$ cat src/rtl/m_mem_arbiter.sv
// m_mem_arbiter: two-port arbiter in front of a single-port synchronous-write /
// combinational-read memory. Port 0 is instruction fetch and port 1 is data.
// Port 1 has fixed priority. Reads return one cycle after the grant on the
// shared r_rdata bus, qualified by the per-port r_rvalid.
//
// Optional feature: define ARB_STARVE_GUARD_EN to add a starvation counter.
// After port 0 has been denied STARVE_MAX consecutive times, it wins over port 1.
//
// Ports:
//   w_clk, w_rst_n             clock, synchronous active-low reset
//   w_req*/w_we*/w_addr*/w_wdata*  per-port request, held until granted
//   w_gnt0/w_gnt1              combinational grant for the current cycle
//   r_rvalid0/r_rvalid1        registered read-data valid, one cycle after grant
//   r_rdata                    registered read data, shared by both ports
//   w_mem_addr/we/din          memory drive (muxed from the granted port)
//   w_mem_dout                 combinational memory read data
module m_mem_arbiter #(
    parameter int unsigned ADDR_W     = 11,
    parameter int unsigned DATA_W     = 32,
    parameter int unsigned STARVE_MAX = 4
) (
    input  logic              w_clk,
    input  logic              w_rst_n,
    input  logic              w_req0,
    input  logic              w_req1,
    input  logic              w_we0,
    input  logic              w_we1,
    input  logic [ADDR_W-1:0] w_addr0,
    input  logic [ADDR_W-1:0] w_addr1,
    input  logic [DATA_W-1:0] w_wdata0,
    input  logic [DATA_W-1:0] w_wdata1,
    output logic              w_gnt0,
    output logic              w_gnt1,
    output logic              r_rvalid0,
    output logic              r_rvalid1,
    output logic [DATA_W-1:0] r_rdata,
    output logic [ADDR_W-1:0] w_mem_addr,
    output logic              w_mem_we,
    output logic [DATA_W-1:0] w_mem_din,
    input  logic [DATA_W-1:0] w_mem_dout
);

    localparam int unsigned STARVE_W = $clog2(STARVE_MAX) + 1;

    // A zero threshold would make the guard meaningless.
    if (STARVE_MAX < 1) begin : g_bad_starve_max
        $error("STARVE_MAX must be at least 1");
    end

    logic force0_c;

`ifdef ARB_STARVE_GUARD_EN
    logic [STARVE_W-1:0] r_starve;

    // Count consecutive denied cycles for port 0, saturating at the threshold.
    always_ff @(posedge w_clk) begin
        if (!w_rst_n) begin
            r_starve <= '0;
        end else if (w_req0 && !w_gnt0) begin
            if (r_starve != STARVE_W'(STARVE_MAX))
                r_starve <= r_starve + STARVE_W'(1);
        end else begin
            r_starve <= '0;
        end
    end

    assign force0_c = w_req0 && (r_starve == STARVE_W'(STARVE_MAX));
`else
    assign force0_c = 1'b0;
`endif

    // Grant selection. Reset suppresses all grants, so no write can occur in reset.
    always_comb begin
        w_gnt0 = 1'b0;
        w_gnt1 = 1'b0;
        if (w_rst_n) begin
            if (w_req1 && !force0_c)
                w_gnt1 = 1'b1;
            else if (w_req0)
                w_gnt0 = 1'b1;
        end
    end

    // Memory drive follows the granted port. With no grant, it is idle and zero.
    always_comb begin
        w_mem_addr = '0;
        w_mem_we   = 1'b0;
        w_mem_din  = '0;
        if (w_gnt1) begin
            w_mem_addr = w_addr1;
            w_mem_we   = w_we1;
            w_mem_din  = w_wdata1;
        end else if (w_gnt0) begin
            w_mem_addr = w_addr0;
            w_mem_we   = w_we0;
            w_mem_din  = w_wdata0;
        end
    end

    // Read return path. r_rdata only moves on a granted read.
    always_ff @(posedge w_clk) begin
        if (!w_rst_n) begin
            r_rvalid0 <= 1'b0;
            r_rvalid1 <= 1'b0;
            r_rdata   <= '0;
        end else begin
            r_rvalid0 <= w_gnt0 && !w_we0;
            r_rvalid1 <= w_gnt1 && !w_we1;
            if ((w_gnt0 && !w_we0) || (w_gnt1 && !w_we1))
                r_rdata <= w_mem_dout;
        end
    end

endmodule

$ cat config.mk
export PLATFORM = sky130hd
export DESIGN_NAME = m_mem_arbiter
export DESIGN_NICKNAME = d
export VERILOG_FILES = /design/src/rtl/m_mem_arbiter.sv
export SDC_FILE = /design/constraint.sdc
export NUM_CORES = 1
export LEC_CHECK = 0
export CAP_MARGIN = 30
export CORE_MARGIN = 8
export CORE_UTILIZATION = 28
export DETAILED_ROUTE_END_ITERATION = 8
export PLACE_DENSITY = 0.81
export SYNTH_ARGS = -nofsm -noshare
export SYNTH_HDL_FRONTEND = slang
export SYNTH_SLANG_ARGS = --single-unit
$ cat constraint.sdc
create_clock -name w_clk -period 1.25 [get_ports w_clk]
set_input_delay 0.25 -clock w_clk [delete_from_list [all_inputs] [get_ports w_clk]]
set_output_delay 0.25 -clock w_clk [all_outputs]
set_load 0.05 [all_outputs]
==> impl_metrics.py <==
metrics = {
    "power_and_ir_drop": {
        "p_leak_uw": 0.00233,
        "p_per_area_nw_per_um2": 809,
        "ir_worst_vdd_mv": 0.756,
        "finalPower_uw": 4620,
    },
    "sta": {
        "report.final.slew_viol_count": 0,
        "fmax_mhz": 644,
        "slew_headroom_pct": 78.8,
        "setup_tns_ns": -12.21,
        "final_hold_viol_count": 0,
        "tightestPinTransition_ns": 0.315,
        "fin_crit_sh_pct": 124,
        "period_minus_slack_ns": 1.55,
        "setup_viol": 69,
        "worst_hold_slack_ns": 0.461,
        "fin_skew_ns": 0,
        "rsz0062_at_grt": "true",
        "setup_ws_ns": -0.302,
    },
    "setup_path": {
        "worst_setup_path_start_kind": "input port",
        "cp-end-kind": "output port",
        "critical_path_class": "input port to output port",
        "cp_max_fo": 7,
        "critPathArrivalTime_ns": 1.30,
        "worstPathRequired_ns": 1.00,
    },
    "grt": {
        "grt_max_degree": 33,
        "grtUsageTotal_pct": 30.1,
        "antenna_found_initial": 4,
        "grt_pass1_vias": 3276,
        "grt_overflow": 0,
        "grt_pass1_wl_mm": 21.6,
    },
    "finish": {
        "layout_common_cells": "clkdlybuf4s50_1 (118), buf_12 (88), a22o_4 (44)",
        "fin_nets": 551,
        "drive_above_1_share_pct": 43.2,
        "final_core_util_pct": 90.4,
        "synthToLayoutAreaGrowth_pct": 213,
        "multiInputGateArea_um2": 1470,
        "final_common_cell": "clkdlybuf4s50_1",
        "fillerInstances": 225,
        "seqCellArea_um2": 681,
    },
    "synth": {
        "avgSynthCellArea_um2": 8.78,
        "netlist_instances": 208,
        "synthesis.nets": 332,
        "postSynthRegisterBits": 34,
        "synth.yosys.seq_area_share_pct": 37.3,
        "yosysUniqueCellTypes": 17,
        "synth_area_um2": 1830,
        "ys_warn_count": 0,
    },
    "floorplanning": {
        "die_area_um2": 9360,
        "die_y_um": 96.7,
        "die_x_um": 96.7,
        "ios": 204,
        "core_um2": 6310,
        "row_count": 29,
        "start_util_pct": 28.9,
    },
    "place": {
        "port_buffers": 203,
        "hpwl_mm": 9.99,
        "gp_congestion": 0.781,
    },
    "routing": {
        "drtIter0Drc": 251,
        "routed_wl_mm": 16.9,
        "vias": 3078,
        "firstDrtPassIters": 5,
        "wire_per_inst_um": 33.2,
        "ant_nets": 0,
        "drc": 0,
        "vias_per_cell": 6.04,
    },
    "min_path": {
        "hold_path.class": "input port to flip-flop",
    },
    "run_status": {
        "status": "finished with violations",
        "violations": "negative setup slack",
    },
    "run": {
        "drv_cap": 0,
    },
    "clock_network": {
        "clk-insertion-delay-late_ns": 0.28,
        "htree_levels": 2,
        "path_clk_slew_ns": 0.08,
        "cts_tree": "done",
        "clk_path_buf_depth": 2,
        "root_buffer": "clkbuf_8",
        "cts_made_buffers": 5,
        "cts_sinks": 34,
    },
}
==> what timing repair did <==
item,CTS,global route
resized for setup,38,46
setup buffers,8,4
endpoints found under the hold margin,0,0
hold buffers,0,0
setup endpoints to repair,78,58
pin swaps,6,9
cloned,7,2
==> critical path: stages <==
cell	delay, ns
buf_6	0.10
and3b_4	0.34
buf_12	0.16
buf_16	0.14
a22o_4	0.16
buf_12	0.14
==> final timing paths <==
kind                                 start                        to  slack, ns  cells after the start
hold reg to reg    r_rdata[4]$_SDFFE_PN0P_   r_rdata[4]$_SDFFE_PN0P_       0.50                      2
hold / removal                       w_we0      r_rvalid0$_SDFF_PN0_       0.46                      3
setup reg to reg  r_rdata[27]$_SDFFE_PN0P_  r_rdata[27]$_SDFFE_PN0P_       0.35                      2
setup / recovery                    w_req1             w_mem_din[21]      -0.30                      6
==> state kept, by name (all words and copies together), names as in the netlist <==
signal,count
r_rdata,32
r_rvalid1,1
r_rvalid0,1
==> stage by stage <==
step / area [um2] / std cells / worst slack, ns
after detailed placement: 5150 / 478 / -0.643
after CTS: 5560 / 500 / -0.220
after floorplan: 2220 / 208 / -0.0148
after global routing: 5710 / 509 / -0.297
after global placement: 5150 / 478 / -0.604
final: 5710 / 510 / -0.302
==> where the power goes <==
group / switching, uW / internal, uW / total [uW] / leakage [uW]
Clock: 436 / 597 / 1030 / 0.0000525
Combinational: 1120 / 1240 / 2360 / 0.00199
Sequential: 77.0 / 1150 / 1220 / 0.000279
Total: 1630 / 2990 / 4620 / 0.00233
==> cell type report <==
cell class                      instances  area share [%]
Sequential cell                        34            11.9
Timing Repair Buffer                  238            58.5
Clock buffer                            7            1.34
Multi-Input combinational cell        148            25.8
Antenna cell                            5           0.219
Clock inverter                          1           0.526
Tap cell                               77            1.69
==> kinds of logic (layout without fill, tap and decap cells) <==
logic type / count (synthesis) / after routing / share of synthesized area (%)
flip-flops: 34 / 34 / 37.3
AO/OA/AOI/OAI: 108 / 108 / 43.0
buffers and inverters: 26 / 246 / 7.54
other: 0 / 5 / 0
AND/OR/NAND/NOR: 40 / 40 / 12.1
==> Yosys cell counts <==
cell,instances,area share (%)
a22o_1,44,21
or3b_1,1,0.48
buf_1,3,0.62
a21boi_1,30,12
nand2b_1,1,0.34
clkbuf_1,6,1.2
a21boi_0,2,0.82
nor3b_2,1,0.69
and2_1,1,0.34
nand3_1,32,8.8
clkbuf_2,3,0.82
o21ai_0,32,8.8
nor2b_1,3,1.0
dfxtp_1,34,37
buf_6,3,1.9
and3b_1,1,0.48
buf_2,11,3.0
==> routing by layer <==
metal | vias to the layer above | part of all wire (%) | global-route usage, %
met5 | - | 0 | 1.10
met1 | 1495 | 34 | 28.6
met3 | 71 | 10 | 12.8
met4 | 0 | 5.4 | 18.2
met2 | 273 | 50 | 52.6
li1 | 1239 | - | -
(Power assumes the default switching activity.)
